$ cat src/rtl/instr_fetch_sequencer.sv
// instr_fetch_sequencer: fetches words from a combinational instruction memory into a small PC-tagged queue for decode.
// Ports:
//   i_clk, i_rst_n             clock, asynchronous active-low reset
//   o_imem_addr                word index to instruction memory (always the current PC)
//   i_imem_instr               instruction at o_imem_addr, same cycle
//   i_redirect_valid/_pc       one-cycle redirect: load PC, flush queue, clear fault
//   o_out_valid/_instr/_pc     queue head toward decode (instr/pc are 0 when empty)
//   i_out_ready                decode accepts the head this cycle
//   o_fault                    sticky: fetch blocked because PC >= IMEM_DEPTH
module instr_fetch_sequencer #(
  parameter int IMEM_DEPTH  = 128,
  parameter int RESET_PC    = 0,
  parameter int QUEUE_DEPTH = 2
) (
  input  logic        i_clk,
  input  logic        i_rst_n,
  output logic [31:0] o_imem_addr,
  input  logic [31:0] i_imem_instr,
  input  logic        i_redirect_valid,
  input  logic [31:0] i_redirect_pc,
  output logic        o_out_valid,
  output logic [31:0] o_out_instr,
  output logic [31:0] o_out_pc,
  input  logic        i_out_ready,
  output logic        o_fault
);
  localparam int PW = $clog2(QUEUE_DEPTH);
  localparam int CW = $clog2(QUEUE_DEPTH + 1);
  localparam logic [31:0]   DEPTH_C = 32'(IMEM_DEPTH);
  localparam logic [31:0]   RST_PC  = 32'(RESET_PC);
  localparam logic [CW-1:0] QD_C    = CW'(QUEUE_DEPTH);
  typedef enum logic {ST_RUN, ST_FAULT} state_t;
  state_t        r_state, w_state_nxt;
  logic [31:0]   r_pc, w_pc_nxt;
  logic [PW-1:0] r_head, r_tail, w_head_nxt, w_tail_nxt;
  logic [CW-1:0] r_count, w_count_nxt;
  logic [31:0]   r_q_instr [QUEUE_DEPTH];
  logic [31:0]   r_q_pc    [QUEUE_DEPTH];
  logic          w_pop, w_fetch, w_in_range, w_room;
  assign o_imem_addr = r_pc;
  assign o_out_valid = r_count != '0;
  assign o_out_instr = o_out_valid ? r_q_instr[r_head] : '0;
  assign o_out_pc    = o_out_valid ? r_q_pc[r_head] : '0;
  assign o_fault     = r_state == ST_FAULT;
  // A full queue still accepts a fetch when the head leaves in the same cycle.
  always_comb begin
    w_pop       = o_out_valid && i_out_ready;
    w_in_range  = r_pc < DEPTH_C;
    w_room      = (r_count < QD_C) || w_pop;
    w_fetch     = (r_state == ST_RUN) && !i_redirect_valid && w_in_range && w_room;
    w_state_nxt = i_redirect_valid ? ST_RUN :
                  (r_state == ST_RUN && !w_in_range) ? ST_FAULT : r_state;
    w_pc_nxt    = i_redirect_valid ? i_redirect_pc : w_fetch ? r_pc + 32'd1 : r_pc;
    w_head_nxt  = i_redirect_valid ? '0 : w_pop ? r_head + PW'(1) : r_head;
    w_tail_nxt  = i_redirect_valid ? '0 : w_fetch ? r_tail + PW'(1) : r_tail;
    w_count_nxt = i_redirect_valid ? '0 :
                  (w_fetch && !w_pop) ? r_count + CW'(1) :
                  (w_pop && !w_fetch) ? r_count - CW'(1) : r_count;
  end
  always_ff @(posedge i_clk or negedge i_rst_n) begin
    if (!i_rst_n) r_state <= ST_RUN;
    else r_state <= w_state_nxt;
  end
  always_ff @(posedge i_clk or negedge i_rst_n) begin
    if (!i_rst_n) begin
      r_pc    <= RST_PC;
      r_head  <= '0;
      r_tail  <= '0;
      r_count <= '0;
    end else begin
      r_pc    <= w_pc_nxt;
      r_head  <= w_head_nxt;
      r_tail  <= w_tail_nxt;
      r_count <= w_count_nxt;
    end
  end
  // Queue storage needs no reset: entries are only visible while counted.
  always_ff @(posedge i_clk) begin
    if (w_fetch) begin
      r_q_instr[r_tail] <= i_imem_instr;
      r_q_pc[r_tail]    <= r_pc;
    end
  end
endmodule
$ cat config.mk
export PLATFORM = sky130hd
export DESIGN_NAME = instr_fetch_sequencer
export DESIGN_NICKNAME = d
export VERILOG_FILES = /design/src/rtl/instr_fetch_sequencer.sv
export SDC_FILE = /design/constraint.sdc
export NUM_CORES = 1
export LEC_CHECK = 0
export CORE_MARGIN = 3
export CORE_UTILIZATION = 40
export CTS_BUF_LIST = sky130_fd_sc_hd__clkbuf_2
export CTS_CLUSTER_SIZE = 30
export DETAILED_ROUTE_END_ITERATION = 12
export PLACE_DENSITY = 0.67
export SYNTH_ARGS = -nofsm -noshare
export SYNTH_HDL_FRONTEND = slang
export SYNTH_SLANG_ARGS = --single-unit
$ cat constraint.sdc
create_clock -name i_clk -period 7.2 [get_ports i_clk]
set_input_delay 1.08 -clock i_clk [delete_from_list [all_inputs] [get_ports i_clk]]
set_output_delay 1.08 -clock i_clk [all_outputs]
set_load 0.02 [all_outputs]
* Word-level counts from Yosys, hierarchy flattened
Memory sizes are Yosys's and may differ from the RTL's.
Cells that the tools add are included.
** Storage, ports and cells
- Register bits :: 37
- Bits in latches :: 0
- Memory bits (writable) :: 128
- ROM bits :: 0
- Bits of input ports :: 68
- Output and inout bits :: 98
- Word-level logic and storage cells :: 47
- Memories :: 2
** Cells by class
- Add/sub/neg operators :: 5
- $mul :: 0
- Div/mod/pow operators :: 0
- Order comparisons :: 2
- Equal/unequal tests :: 0
- Shift operators :: 0
- Muxes and demuxes :: 15
- Bitwise operators :: 1
- Reduce and logical (&&, ||, !) cells :: 17
** Memory list
- r_q_instr :: depth 2, bits a word 32, rd ports 1, clocked after Yosys merged registers in 0, write ports 1, line 37 : logic [31:0] r_q_instr [QUEUE_DEPTH];
- r_q_pc :: depth 2, bits a word 32, rd ports 1, clocked after Yosys merged registers in 0, write ports 1, line 38 : logic [31:0] r_q_pc [QUEUE_DEPTH];
** Operators with widths (count)
- two-way mux 32 bit :: 4
- adder 32 x 1 -> 32 bit, second input constant :: 1
- < comparator 32 x 8 -> 1 bit, second input constant :: 1
- two-way mux 1 bit :: 8
- nonzero test 2 bit :: 4
- logical AND 1 bit :: 7
- two-way mux 2 bit :: 3
- logical NOT 1 bit :: 4
- nonzero test 3 bit :: 1
- adder 1 bit, second input constant :: 2
- adder 2 x 1 -> 2 bit, second input constant :: 1
- < comparator 2 bit, second input constant :: 1
- subtractor 2 x 1 -> 2 bit, second input constant :: 1
- logical OR 1 bit :: 1
- inverter 1 bit :: 1

* Logic depth before layout (Yosys ltp)
Gate-level depths: netlist of the first run.
- Depth after elaboration :: 9
- Depth in mapped cells :: 5
- Gate-level depth less buffers :: 5

* Least setup slack after synthesis of the first run
No wires, ideal clock.
- Path kind :: input to register
- From :: input port i_redirect_valid
- To :: memory r_q_instr[1][0], enable pin
- Library setup time :: 578 ps
- Data arrival time :: 6212 ps
- Data required time :: 6622 ps
- Setup slack :: 409 ps
- Stages on the path :: 3
- Buffers on the path :: 2
- Path through :: clkbuf_1 > clkbuf_1 > nor3b_1
** Between the ends
- Word-level cells in the longest chain between the ends :: 6
** Ends and longest elaborated chain
- start, declared :: line 19 : input logic i_redirect_valid,
- logical NOT 1 bit :: line 50 : w_fetch = (r_state == ST_RUN) && !i_redirect_valid && w_in_range && w_room;
- logical AND 1 bit (3 in a row) :: line 50
- two-way mux 1 bit :: line 79 : if (w_fetch) begin
- two-way mux 1 bit (implied by the code) :: line 80 : r_q_instr[r_tail] <= i_imem_instr;
- end, declared :: line 37
No other way between the ends.

* Worst setup path in the final report of the first run
- From :: register r_head
- To :: output port o_out_pc[9]
** Between the ends
- Word-level cells in the longest chain between the ends :: 2
** Ends and longest elaborated chain
- start, declared :: line 35 : logic [PW-1:0] r_head, r_tail, w_head_nxt, w_tail_nxt;
- start signal, assigned :: line 72 : r_head <= w_head_nxt;
- memory read (2 x 32 bit)
- two-way mux 32 bit :: line 43 : assign o_out_pc = o_out_valid ? r_q_pc[r_head] : '0;
- end, declared :: line 23 : output logic [31:0] o_out_pc,
No other way between the ends.

==> results of run 1 <==
[stage by stage]
step	setup WS, ns	instance area (um2)	hold WS [ns]
CTS	2.970	8663	0.3878
detailed placement	2.965	8404	0.5302
global placement	3.021	8404	0.5234
floorplan	0.4095	6536	0.5350
finish	3.087	8663	0.4309
global route	2.782	8663	0.3889
[layout make-up]
type | instances | share of cell area (%)
Sequential cell | 165 | 55.10
Multi-Input combinational cell | 227 | 19.45
Timing Repair Buffer | 168 | 19.21
Tap cell | 216 | 3.120
Clock inverter | 11 | 1.834
Clock buffer | 20 | 1.155
Inverter | 3 | 0.1300
[per-layer routing]
metal  vias to the layer above  track usage, %  share of wire [%]
met4                         0           5.200                1.4
met2                       153           25.88                 48
li1                       1894               -                  -
met1                      1934           19.92                 43
met3                        16           5.664                7.7
met5                         -               0                  0
[worst max-delay path by stage]
stage                             startpoint                          to  slack, ns  cells after the start
final                     r_head$_DFFE_PN0P_                 o_out_pc[9]       3.09                      3
after floorplan             i_redirect_valid   r_q_instr[1][0]$_DFFE_PP_       0.41                      3
after global placement           i_out_ready  r_q_instr[1][16]$_DFFE_PP_       3.02                      6
after global routing      r_head$_DFFE_PN0P_                 o_out_pc[9]       2.78                      3
after CTS                 r_head$_DFFE_PN0P_                 o_out_pc[9]       2.97                      3
after detailed placement         i_out_ready  r_q_instr[1][19]$_DFFE_PP_       2.97                      6
[worst max-delay path, cell delays in order (launching register included)]
cell and delay (ns):
dfrtp_4 1.23, mux2i_1 0.17, nor2_1 0.27, clkdlybuf4s50_1 0.66
[power groups by stage]
stage | registers (mW) | clock network (mW) | logic (mW)
after global routing | 1.09 | 0.587 | 0.147
after CTS | 1.08 | 0.542 | 0.139
final | 1.08 | 0.522 | 0.138
after detailed placement | 1.10 | 0 | 0.138
after floorplan | 1.12 | 0 | 0.0302
after global placement | 1.10 | 0 | 0.136
[sequential cells by signal, indices dropped and copies added (netlist names)]
signal       flops
r_q_pc          64
r_count          2
r_head           1
r_q_instr       64
o_fault          1
o_imem_addr     32
r_tail           1
[cell usage after synthesis]
cell type,n,area share (%)
edfxtp_1,128,59
nor2_1,76,4.4
mux2i_1,64,9.8
dfrtp_1,37,14
mux2_2,24,4.1
clkbuf_1,11,0.63
buf_2,7,0.54
nand2_1,6,0.34
nand3_1,6,0.46
a31oi_1,4,0.38
nand4_1,4,0.38
a21oi_1,3,0.23
buf_1,3,0.17
inv_1,3,0.17
nor4_2,3,0.57
nor4_4,3,0.98
o21ai_0,3,0.23
o311ai_0,3,0.40
or3_1,3,0.29
or4_1,3,0.34
and4_1,2,0.27
nand2b_1,2,0.19
nor2b_1,2,0.19
nor3_1,2,0.15
o311ai_1,2,0.27
o31ai_1,2,0.23
or2_2,2,0.19
a2111oi_0,1,0.13
a2bb2oi_1,1,0.13
and2_1,1,0.096
ha_1,1,0.19
nand4_2,1,0.19
nor3b_1,1,0.11
o21a_1,1,0.11
xor2_1,1,0.13
[kinds of logic (layout without fill, tap and decap cells)]
family                     Yosys count  count (layout)  synth area share [%]
AOI/OAI and AO/OA                   20              20                 2.125
xor gates and xnor gates             1               1                0.1340
adders and majority gates            1               1                0.1914
buffers and inverters               24             202                 1.512
DFF                                165             165                 72.97
muxes                               88              88                 13.94
and+or+nand+nor                    117             117                 9.131
==> results.md, run 1 <==
- Run status: completed
- Total routing usage reported by global routing: around 16%
- Number of instances resized during post-cts repair: 0
- Class of the worst hold path: primary input to async pin
- Final wirelength: around 14,000 um
- Worst max-slew margin expressed relative to the limit: 24.29%
- Total count of max-transition violations in the final report: 0
- Deepest level of the CTS H-tree: 4
- Drc violations: 0
- Post-synthesis net count: around 490
- Root buffer selected by CTS: clkbuf_2
- Area of combinational cells with multiple inputs: between 0.0015 and 0.002 mm2
- Reg2Reg Depth: 5
- Final critical-path share of the clock period: ~57%
- Routed wirelength normalized by instance count: around 17 um
- Final-report hold violation count: 0
- FF+latch count, synth: between 150 and 200
- Number of cell rows: 46
- Unrepaired setup endpoints after global routing: no
- Placed wire-length estimate after detailed placement: between 9000 and 10,000 um
- Avg Vias per Cell: 4.935
- Drt initial violations: 260
- Gr ovfl total: 0
- Unique masters post-synth: 35
- Data required time at the worst endpoint: 6.12 ns
- Minimum setup slack among reg-to-reg paths: roughly 3.8 ns
- Count of boundary I/O pins: approximately 170
- TritonCTS clock tree: done
- Die height: ~130 um
- Synth Cell Area: roughly 0.0065 mm2
- Sw Pwr: just under 0.4 mW
- Post-route antenna net violation count: 0
- Fill cell count: 1,328
- Path type of the worst setup path: flop to output pin
- Worst reg2reg startpoint: o_imem_addr[9]$_DFFE_PN0P_
- Clock sink count: 165
- Number of buffers created by CTS: 17
- CORE AREA: between 0.015 and 0.02 mm2
- Kind of end point of the critical path: output pin
- Cell Int Power: approximately 1.4 mW
- Number of cells in the finished layout apart from fillers: about 800
- Maximum root-to-sink buffer count: 2
- Initial antenna violation count: 0
- Number of cells after detailed placement: between 700 and 800
- Most frequent standard cell in the layout excluding fill and tap cells: clkdlybuf4s50_1
- Max frequency: 243.1 MHz
- Wire length of the first global-routing pass: around 22,000 um
- # Post-CTS Setup Buffers: 0
- Arrival time of data at the critical path endpoint: 3.03 ns
- Number of instances in the synthesized netlist: between 400 and 500
- Iteration count of the initial detailed-routing pass: 4
- Final core area utilization: 54.34%
- Die footprint: approximately 0.018 mm2
- Area taken by flip-flops and latches: roughly 0.0048 mm2
- Sequential share of power: slightly above 60%
- Nature of the critical path startpoint: flop
- Total number of vias: approximately 4,000
- Highest net fanout along the worst path: 65
- Shortest period the worst path allows: between 4 and 5 ns
- Largest net degree at the start of global routing: 66
- Endpoint of the worst-slack reg-to-reg timing path: r_q_pc[1][9]$_DFFE_PP_
- Setup skew after layout: about 0.032 ns
- Number of diodes added for antenna fixing: 0
- Starting density of the core: roughly two fifths
- Count of hold buffers inserted by post-cts repair: 0
- Total Power Consumption: about 1.7 mW
- Most used cells in the layout excluding fill and tap cells: 163 x clkdlybuf4s50_1, 128 x edfxtp_1, 75 x nor2_1, 64 x mux2i_1, 36 x dfrtp_1
- I/O Buffers: 165
- Yosys Warn Count: 0
- Slew at the pin closest to its max-slew limit: roughly 1.1 ns
- Power Dens Cells: 201.0 mW/mm2
- Final-layout setup total negative slack: 0 ns
- Clock-pin slew on the worst setup and hold paths: around 0.23 ns
- P&R area growth vs syn: 32.54%
- Gpl congestion: ~0.76
- Number of max-cap violations: 0
- Syn avg cell area: between 15 and 20 um2
- Clock latency of the later-clocked register in the worst-skew pair: roughly 0.7 ns
- Via count of the first global-routing pass: between 4,000 and 5,000
- Leakage Power: roughly 2.8 nW
- Overall die width: 133.8 um
- Layout net count: 651
- Power share of the clock group: a little under a third
- Share of final-layout standard cells stronger than drive strength 1: a little under an eighth
- Peak supply drop: 0.1006 mV
- Sw Ratio: between 20 and 25%
- Sequential-to-total area share from yosys stat: between 70 and 80%
- Logic gate share of total power: under 10%
- # setup viols final: 0
No activity file was read; power rests on OpenSTA's default activity.
==> inputs of run 2 (changes only) <==
Clock period 7.2 ns to 3.8 ns, I/O delays scaled along.
==> results.md, run 2 (synthesized netlist as in run 1, its figures left out) <==
- Run status: completed
- Logic gate share of total power: under 10%
- Iteration count of the initial detailed-routing pass: 6
- Root buffer selected by CTS: clkbuf_2
- Total routing usage reported by global routing: between 10% and 20%
- Power share of the clock group: between 30 and 40%
- Number of cell rows: 46
- Number of max-cap violations: 0
- Number of buffers created by CTS: 17
- Count of hold buffers inserted by post-cts repair: 1
- Layout net count: 655
- Final-report hold violation count: 0
- Sw Pwr: between 0.7 and 0.8 mW
- Gr ovfl total: 0
- Sequential share of power: between 60% and 70%
- Final core area utilization: approximately 55%
- Share of final-layout standard cells stronger than drive strength 1: 12.37%
- TritonCTS clock tree: done
- Worst max-slew margin expressed relative to the limit: between 40% and 50%
- Number of cells after detailed placement: 782
- Count of boundary I/O pins: 166
- Post-route antenna net violation count: 0
- Sw Ratio: between 20% and 30%
- Arrival time of data at the critical path endpoint: approximately 2.8 ns
- Drt initial violations: between 300 and 400
- Data required time at the worst endpoint: ~3.2 ns
- Cell breakdown of the critical path: buf_12 -> mux2i_1 -> nor2_1 -> clkdlybuf4s50_1
- # setup viols final: 0
- Maximum root-to-sink buffer count: 2
- Overall die width: approximately 130 um
- Starting density of the core: approximately 41%
- I/O Buffers: roughly 170
- Clock sink count: approximately 170
- Unrepaired setup endpoints after global routing: no
- Clock-pin slew on the worst setup and hold paths: 0.21 ns
- Path type of the worst setup path: flop to output pin
- Cell Int Power: 2.573 mW
- Clock latency of the later-clocked register in the worst-skew pair: 0.71 ns
- Leakage Power: ~2.8 nW
- Number of instances resized during post-cts repair: 0
- Largest net degree at the start of global routing: 48
- Final-layout setup total negative slack: 0 ns
- Via count of the first global-routing pass: 4,172
- Max frequency: around 290 MHz
- Final wirelength: between 10,000 and 15,000 um
- Highest net fanout along the worst path: 38
- Placed wire-length estimate after detailed placement: around 9600 um
- Biggest cell delay along the critical path: approximately 0.9 ns
- Total count of max-transition violations in the final report: 0
- Slew at the pin closest to its max-slew limit: roughly 0.87 ns
- Routed wirelength normalized by instance count: roughly 17 um
- Wire length of the first global-routing pass: 22,210 um
- Nature of the critical path startpoint: flop
- # Post-CTS Setup Buffers: 0
- Minimum setup slack among reg-to-reg paths: about 1.2 ns
- Power Dens Cells: 380.9 mW/mm2
- Worst slack at placement: roughly 0.9 ns
- Die height: about 130 um
- Setup skew after layout: approximately 0.021 ns
- Gpl congestion: approximately 0.79
- Most used cells in the layout excluding fill and tap cells: 163 x clkdlybuf4s50_1, 128 x edfxtp_1, 75 x nor2_1, 64 x mux2i_1, 36 x dfrtp_1
- Number of diodes added for antenna fixing: 0
- Worst setup margin: between 0.3 and 0.4 ns
- CORE AREA: approximately 0.016 mm2
- Number of cells in the finished layout apart from fillers: roughly 810
- Peak supply drop: ~0.21 mV
- Avg Vias per Cell: between 4 and 5
- Initial antenna violation count: 0
- Drc violations: 0
- Cell type of the slowest stage on the worst timing path: dfrtp_4
- P&R area growth vs syn: 33.82%
- Shortest period the worst path allows: around 3.4 ns
- Final critical-path share of the clock period: roughly 90%
- Deepest level of the CTS H-tree: 4
- Kind of end point of the critical path: output pin
- Class of the worst hold path: primary input to flop
- Die footprint: approximately 0.018 mm2
- Total number of vias: roughly 4,000
- Most frequent standard cell in the layout excluding fill and tap cells: clkdlybuf4s50_1
-- run 2: cell type report --
class                      count  area (um2)
sequential                   165        4773
timing repair buffer         172        1722
clock inverter                13       182.7
fill                        1327        7196
tap                          216       270.3
clock buffer                  18       90.09
multi-input combinational    227        1698
inverter                       3       11.26
-- run 2: final timing paths --
kind	from	end	cells past startpoint
max	r_head$_DFFE_PN0P_	o_out_pc[8]	4
min	i_redirect_pc[1]	o_imem_addr[1]$_DFFE_PN0P_	3
max reg2reg	o_imem_addr[9]$_DFFE_PN0P_	r_q_pc[1][17]$_DFFE_PP_	5
min reg2reg	o_imem_addr[30]$_DFFE_PN0P_	r_q_pc[0][30]$_DFFE_PP_	0
max in group asynchronous	i_rst_n	r_head$_DFFE_PN0P_	2
min in group asynchronous	i_rst_n	o_imem_addr[6]$_DFFE_PN0P_	2
-- run 2: metal layers --
metal | part of all wire (%) | global-route usage, % | up-vias | wire length (um)
met1 | 41 | 19.66 | 1944 | 5845
met2 | 49 | 26.64 | 155 | 6928
met4 | 0.97 | 4.457 | 0 | 138
li1 | - | - | 1898 | -
met3 | 9.0 | 7.052 | 14 | 1272
met5 | 0 | 0 | - | 0
-- run 2: through the flow --
step           power, mW  instance area, um2  hold WS [ns]
2_1_floorplan      2.172                6559        0.2744
3_3_place_gp       2.347                8464        0.5351
3_5_place_dp       2.356                8464        0.5267
4_1_cts            3.373                8747        0.2870
5_1_grt            3.469                8747        0.2645
6_report           3.332                8747        0.3981
-- run 2: power by group through the flow --
stage | Clock [mW] | Sequential (mW) | Combinational (mW)
after floorplan | 0 | 2.11 | 0.0579
after global placement | 0 | 2.09 | 0.259
after detailed placement | 0 | 2.09 | 0.264
after CTS | 1.05 | 2.05 | 0.267
after global routing | 1.13 | 2.06 | 0.280
final | 1.01 | 2.05 | 0.264
-- run 2: worst max-delay path, delay by kind of cell, from the launching register on --
family                 cells  cell delay (ns)
muxes                      1             0.29
buffers and inverters      2             0.83
and+or+nand+nor            1             0.07
DFF                        1             0.92
